===== src/rtl/udp_tx_sched.sv =====
// Transmit scheduler sharing one GMII packet builder between video and AUX/audio packetisers.
// Whole-packet grants with urgent-audio override, round-robin, inter-frame gap and watchdog abort.
module udp_tx_sched #(
  parameter logic [7:0]  IFG_CYCLES     = 8'd12,
  parameter logic [11:0] AUX_URGENT_LVL = 12'd48,
  parameter logic [15:0] TIMEOUT_CYCLES = 16'd2048
) (
  input  logic        clk125,
  input  logic        sys_rst_n,
  input  logic        vid_req,
  input  logic        aux_req,
  input  logic [11:0] aux_level,
  input  logic        tx_done,
  output logic        grant_vid,
  output logic        grant_aux,
  output logic        tx_start,
  output logic [7:0]  pkt_type,
  output logic        busy,
  output logic        timeout_err
);

  localparam logic [1:0] S_IDLE   = 2'd0;
  localparam logic [1:0] S_ACTIVE = 2'd1;
  localparam logic [1:0] S_IFG    = 2'd2;

  localparam logic GNT_VID = 1'b0;
  localparam logic GNT_AUX = 1'b1;

  localparam logic [7:0] TYPE_VID = 8'h00;
  localparam logic [7:0] TYPE_AUX = 8'h01;

  logic [1:0]  state_q, state_d;
  logic [15:0] wdog_q, wdog_d;
  logic [7:0]  ifg_cnt_q, ifg_cnt_d;
  logic        last_gnt_q, last_gnt_d;
  logic        grant_vid_q, grant_vid_d;
  logic        grant_aux_q, grant_aux_d;
  logic        tx_start_q, tx_start_d;
  logic [7:0]  pkt_type_q, pkt_type_d;
  logic        busy_q, busy_d;
  logic        timeout_err_q, timeout_err_d;

  logic        win;
  logic        win_aux;

  // Urgent audio beats round-robin; with both pending, the side not served last wins.
  always_comb begin
    win     = 1'b0;
    win_aux = 1'b0;
    if (aux_req && (aux_level >= AUX_URGENT_LVL)) begin
      win     = 1'b1;
      win_aux = 1'b1;
    end else if (vid_req && aux_req) begin
      win     = 1'b1;
      win_aux = (last_gnt_q == GNT_VID);
    end else if (vid_req) begin
      win     = 1'b1;
      win_aux = 1'b0;
    end else if (aux_req) begin
      win     = 1'b1;
      win_aux = 1'b1;
    end
  end

  always_comb begin
    state_d       = state_q;
    wdog_d        = wdog_q;
    ifg_cnt_d     = ifg_cnt_q;
    last_gnt_d    = last_gnt_q;
    grant_vid_d   = grant_vid_q;
    grant_aux_d   = grant_aux_q;
    pkt_type_d    = pkt_type_q;
    tx_start_d    = 1'b0;
    timeout_err_d = 1'b0;

    case (state_q)
      S_IDLE: begin
        if (win) begin
          grant_vid_d = ~win_aux;
          grant_aux_d = win_aux;
          tx_start_d  = 1'b1;
          pkt_type_d  = win_aux ? TYPE_AUX : TYPE_VID;
          last_gnt_d  = win_aux ? GNT_AUX : GNT_VID;
          wdog_d      = 16'd0;
          state_d     = S_ACTIVE;
        end
      end
      S_ACTIVE: begin
        wdog_d = wdog_q + 16'd1;
        // A tx_done on the watchdog's last cycle is a normal completion.
        if (tx_done || (wdog_q == TIMEOUT_CYCLES - 16'd1)) begin
          grant_vid_d   = 1'b0;
          grant_aux_d   = 1'b0;
          ifg_cnt_d     = 8'd0;
          state_d       = S_IFG;
          timeout_err_d = ~tx_done;
        end
      end
      S_IFG: begin
        ifg_cnt_d = ifg_cnt_q + 8'd1;
        if (ifg_cnt_q == IFG_CYCLES - 8'd1) begin
          state_d = S_IDLE;
        end
      end
      default: begin
        grant_vid_d = 1'b0;
        grant_aux_d = 1'b0;
        state_d     = S_IDLE;
      end
    endcase

    busy_d = (state_d != S_IDLE);
  end

  always_ff @(posedge clk125 or negedge sys_rst_n) begin
    if (!sys_rst_n) begin
      state_q       <= S_IDLE;
      wdog_q        <= 16'd0;
      ifg_cnt_q     <= 8'd0;
      last_gnt_q    <= GNT_AUX;
      grant_vid_q   <= 1'b0;
      grant_aux_q   <= 1'b0;
      tx_start_q    <= 1'b0;
      pkt_type_q    <= 8'h00;
      busy_q        <= 1'b0;
      timeout_err_q <= 1'b0;
    end else begin
      state_q       <= state_d;
      wdog_q        <= wdog_d;
      ifg_cnt_q     <= ifg_cnt_d;
      last_gnt_q    <= last_gnt_d;
      grant_vid_q   <= grant_vid_d;
      grant_aux_q   <= grant_aux_d;
      tx_start_q    <= tx_start_d;
      pkt_type_q    <= pkt_type_d;
      busy_q        <= busy_d;
      timeout_err_q <= timeout_err_d;
    end
  end

  assign grant_vid   = grant_vid_q;
  assign grant_aux   = grant_aux_q;
  assign tx_start    = tx_start_q;
  assign pkt_type    = pkt_type_q;
  assign busy        = busy_q;
  assign timeout_err = timeout_err_q;

endmodule


===== config.mk =====
export PLATFORM = sky130hd
export DESIGN_NAME = udp_tx_sched
export DESIGN_NICKNAME = d
export VERILOG_FILES = /design/src/rtl/udp_tx_sched.sv
export SDC_FILE = /design/constraint.sdc
export NUM_CORES = 1
export LEC_CHECK = 0
export CORE_UTILIZATION = 25
export CTS_CLUSTER_SIZE = 12
export DETAILED_ROUTE_END_ITERATION = 6
export HOLD_SLACK_MARGIN = 0.06
export MAX_ROUTING_LAYER = met4
export PLACE_DENSITY = 0.54
export SYNTH_ARGS = -nofsm -noshare
export SYNTH_HDL_FRONTEND = slang
export SYNTH_SLANG_ARGS = --single-unit

===== constraint.sdc =====
create_clock -name clk125 -period 1.92 [get_ports clk125]
set_input_delay 0.288 -clock clk125 [delete_from_list [all_inputs] [get_ports clk125]]
set_output_delay 0.288 -clock clk125 [all_outputs]
set_load 0.05 [all_outputs]

**After elaboration in Yosys (flattened, before gate mapping)**

Cells that the tools add are included.

- Register bits after elaboration: 40
- Output and inout port bits: 13
- Input port bits: 17

- Eq/ne operators: 6
- Bitwise gates (word level): 4
- Reduce and logical (&&, ||, !) cells: 11
- Mux-type cells: 26
- Add/sub/neg operators: 2
- Magnitude comparators: 1

Operators by type and width:

| cell | count |
|---|---|
| one-hot mux 16 bit (2 select lines) | 1 |
| adder 16 x 1 -> 16 bit, second input constant | 1 |
| == test 16 x 11 -> 1 bit, second input constant | 1 |
| 2-to-1 mux 1 bit | 16 |
| 2-to-1 mux 16 bit | 1 |
| one-hot mux 8 bit (2 select lines) | 1 |
| >= comparator 12 x 6 -> 1 bit, second input constant | 1 |
| adder 8 x 1 -> 8 bit, second input constant | 1 |
| == test 8 x 4 -> 1 bit, second input constant | 1 |
| 2-to-1 mux 8 bit | 1 |
| 2-to-1 mux 2 bit | 3 |
| one-hot mux 1 bit (3 select lines) | 2 |
| one-hot mux 2 bit (3 select lines) | 1 |
| AND reduction 2 bit | 3 |
| nonzero test 2 bit | 3 |
| != test 2 bit, second input constant | 2 |
| NOT 1 bit | 4 |
| AND reduction 3 bit | 1 |
| == test 2 x 1 -> 1 bit, second input constant | 1 |
| == test 2 bit, second input constant | 1 |
| logical AND 1 bit | 2 |
| zero test 2 bit | 1 |
| logical OR 1 bit | 1 |

**Depth between registers and ports, before layout**

- Word-level depth: 7
- Gate-level depth with buffers: 5

**Worst setup path after synthesis**

No wires, ideal clock.

- Kind: register to register
- Start point: register wdog_q[0]
- End point: register ifg_cnt_q[0]
- Data required time: 1.792 ns
- Cell stages (with the launch flop): 6
- Data arrival time: 1.303 ns
- Clock period less this slack: 1.431 ns
- Setup slack: 0.489 ns
- Cell sequence: dfrtp_1 ha_1 and3_1 nand4_4 a21oi_4 o21ai_1

- Word-level cells in the longest chain between the ends: 4

Ends and longest elaborated chain:

| what | RTL line | RTL |
|---|---|---|
| start: declaration | 33 | `logic [15:0] wdog_q, wdog_d;` |
| start signal: assignment | 129 | `wdog_q <= wdog_d;` |
| == test 16 x 11 -> 1 bit | 91 | `if (tx_done \|\| (wdog_q == TIMEOUT_CYCLES - 16'd1)) begin` |
| logical OR 1 bit | 91 |  |
| != test 2 bit (no line) | -- |  |
| AND reduction 2 bit (no line) | -- |  |
| end signal: assignment | 130 | `ifg_cnt_q <= ifg_cnt_d;` |
| end: declaration | 34 | `logic [7:0] ifg_cnt_q, ifg_cnt_d;` |

Every way passes these cells.
A chain may end at the register's enable or synchronous reset.

**Final worst setup path**

- Start point: register grant_vid_q (netlist: grant_vid)
- End point: output port grant_vid

RTL lines:

| what | RTL line | RTL |
|---|---|---|
| start: declaration | 36 | `logic grant_vid_q, grant_vid_d;` |
| start signal: assignment | 132 | `grant_vid_q <= grant_vid_d;` |
| end: declaration | 14 | `output logic grant_vid,` |

No word-level cell between the ends.

==> results.cfg <==
[clock_network]
cts_inserted_buffers = 5
clk-insertion-delay-late_ns = 0.29
max_clock_buf_depth = 2
post_cts_resized = 0
postCtsHoldBufs = 0
clk_transition_reported_paths_ns = 0.07
clock_tree.htree_level_count = 2
postCtsSetupBuffers = 0
root_buffer = clkbuf_8
tritoncts_num_sinks = 33
cts_tree = done

[worst_setup_path]
path_delay_family = buffers and inverters
worst_ep_arrival_time_ns = 1.44
critical_path.n_buffers_inverters = 1
start_kind = flip-flop
cp-end-kind = output port
cpPeakStageDelay_ns = 0.81
master_of_the_slowest_instance_on_the_critical_path = clkdlybuf4s50_1
path_class = reg2out
crit_path_max_fanout = 2
required_ns = 1.63
ordered_list_of_cells_on_the_worst_path = clkdlybuf4s50_1

[sta]
period_utilisation_layout_pct = 89.81
rsz_0062_raised_after_global_routing = false
fin_setup_tns_ns = 0
fin_skew_ns = 0.006720
final_hold_viol_count = 0
report.final.slew_viol_count = 0
postLayoutSetupSlackWorst_ns = 0.1956
final-setup-viol-count = 0
slew-limit-headroom_pct = 66.11
post-route-min-period_ns = 1.724
tightest_pin_transition_ns = 0.5068
timing.fmax_mhz = 579.9

[logic_synthesis]
number_of_enable_flip_flop_cells_after_synthesis = 0
ys_dominant_reg_cell = dfrtp_1
synth_seq_cells = 33
synth.top_cells.by_area = dfrtp_1 (46%), nand2_1 (4.7%), o21ai_0 (4.6%), mux2i_1 (4.0%), buf_4 (3.4%)
synth_cell_type_count = 39
yosysMostFrequentCell = dfrtp_1
ys_top_cells_by_count = dfrtp_1 (32), nand2_1 (22), o21ai_0 (16)
synth_cells = 183
netlist.top_cell.by_area = dfrtp_1
avgSynthCellArea_um2 = 9.599
synth_sequential_area_ratio_pct = 47.08
synth.top_cell.area_share_pct = 45.58
yosys_warnings = 0
async_reset_ff_share_pct = 100.0
syn_area_mm2 = 0.001757

[final_layout]
syn2layout_area_growth_pct = 19.87
layout-drive-gt1-share_pct = 10.14
num-fill-cells = 714
antenna_cells_inserted = 0
finish.net_count = 225

[drt]
totalWireLength_um = 3459
number_of_drc_violations_after_detailed_routing = 0
via_count = 1361
detail_route.first_pass.iterations = 4
drtIter0Drc = 122
route.antenna.remaining_nets = 0
routedWlPerCell_um = 11.42
post_drt_via_cell_ratio = 4.492

[power]
ir_drop_uv = 343.1
power_per_cell_area_mw_per_mm2 = 606.4
total_power_mw = 1.277
p_leak_nw = 0.8800

[floorplan]
coreArea_mm2 = 0.006794
floorplan.io_pins = 30
rows = 30
die-height_um = 85.83
die_w_um = 85.83
die_area_mm2 = 0.007366
start_util_pct = 25.86

[grt]
maximum_number_of_pins_on_one_net_before_global_route_repair = 34
grt_antenna_before_repair = 0
grt_pass1_vias = 1321
global_route.overflow_total = 0
grt_pass1_wl_um = 6223
tot_gr_track_use_pct = 11.13

[worst_hold_path]
hold_path_class = in2async

[job]
cap_violations = 0

[outcome]
run_status = finished, final reports clean

[placement]
post-place-ws_ns = 0.2432
dp_hpwl_um = 2463
port_buffers = 18
routabilityCongestion = 0.8075
-- routing by layer --
layer | up-vias | GRT usage, % | wire, µm
met1 | 636 | 14.85 | 1761
met4 | 0 | 5.455 | 72
li1 | 700 | - | -
met2 | 17 | 15.78 | 1533
met3 | 8 | 2.599 | 92
met5 | - | - | 0
-- sequential cells by signal, summed over array words and instances (netlist names) --
| register | flops |
|---|---|
| grant_aux | 1 |
| ifg_cnt_q | 8 |
| grant_vid | 1 |
| state_q | 2 |
| wdog_q | 16 |
| pkt_type | 1 |
| tx_start | 1 |
| timeout_err | 1 |
| busy | 1 |
| last_gnt_q | 1 |
-- area by class of cell --
class / count / area [µm²] / share of cell area (%)
clock buffer: 5 / 68.82 / 3.268
clock inverter: 3 / 17.52 / 0.8318
inverter: 3 / 11.26 / 0.5348
multi-input combinational: 140 / 843.3 / 40.05
sequential: 33 / 827.0 / 39.28
tap: 96 / 120.1 / 5.704
timing repair buffer: 23 / 217.7 / 10.34
-- power by group --
group / switching (mW) / internal [mW] / total (mW)
clock network: 0.258 / 0.250 / 0.508
registers: 0 / 0.695 / 0.695
logic: 0.0498 / 0.0240 / 0.0738
total: 0.308 / 0.969 / 1.28
-- logic make-up (layout without fill, tap and decap cells) --
family          count (synthesis)  in the layout  synth area share (%)
buf+inv                        16             34                 6.196
xor+xnor                        2              2                0.9973
compound gates                 38             38                 13.68
fa+ha+maj                       2              2                 1.424
other cells                     1              7                0.2135
simple gates                   84             84                 26.42
mux                             7              7                 3.989
flops                          33             33                 47.08
-- worst paths after layout --
check	slack, ns	endpoint	cells after the start	startpoint
worst max-delay path	0.20	grant_vid	1	grant_vid
worst min-delay path	0.41	wdog_q[15]	2	sys_rst_n
worst max register to register	0.25	ifg_cnt_q[1]	5	wdog_q[0]
worst min register to register	0.48	pkt_type[0]	1	pkt_type[0]
max in group asynchronous	1.17	last_gnt_q	2	sys_rst_n
min in group clk125	0.48	pkt_type[0]	1	pkt_type[0]
-- cell usage in the layout, fill, tap and decap left out, drive strengths merged, types with 6 or more instances in the layout --
cell type	n
conb	7
nand3	12
a21o	6
nand2	22
o21ai	19
nor2	13
mux2i	7
clkdlybuf4s50	18
nand4	8
and3	6
dfrtp	32
nor3	8
-- through the flow --
stage / utilization [%] / area, µm² / std cells / hold slack, ns
6_report: 30.99 / 2106 / 303 / 0.4127
3_5_place_dp: 29.72 / 2019 / 295 / 0.4671
4_1_cts: 30.99 / 2106 / 303 / 0.4350
2_1_floorplan: - / 1779 / 189 / -0.007591
5_1_grt: 30.99 / 2106 / 303 / 0.4569
3_3_place_gp: 29.72 / 2019 / 295 / 0.4638
No activity file was read; power rests on OpenSTA's default activity.
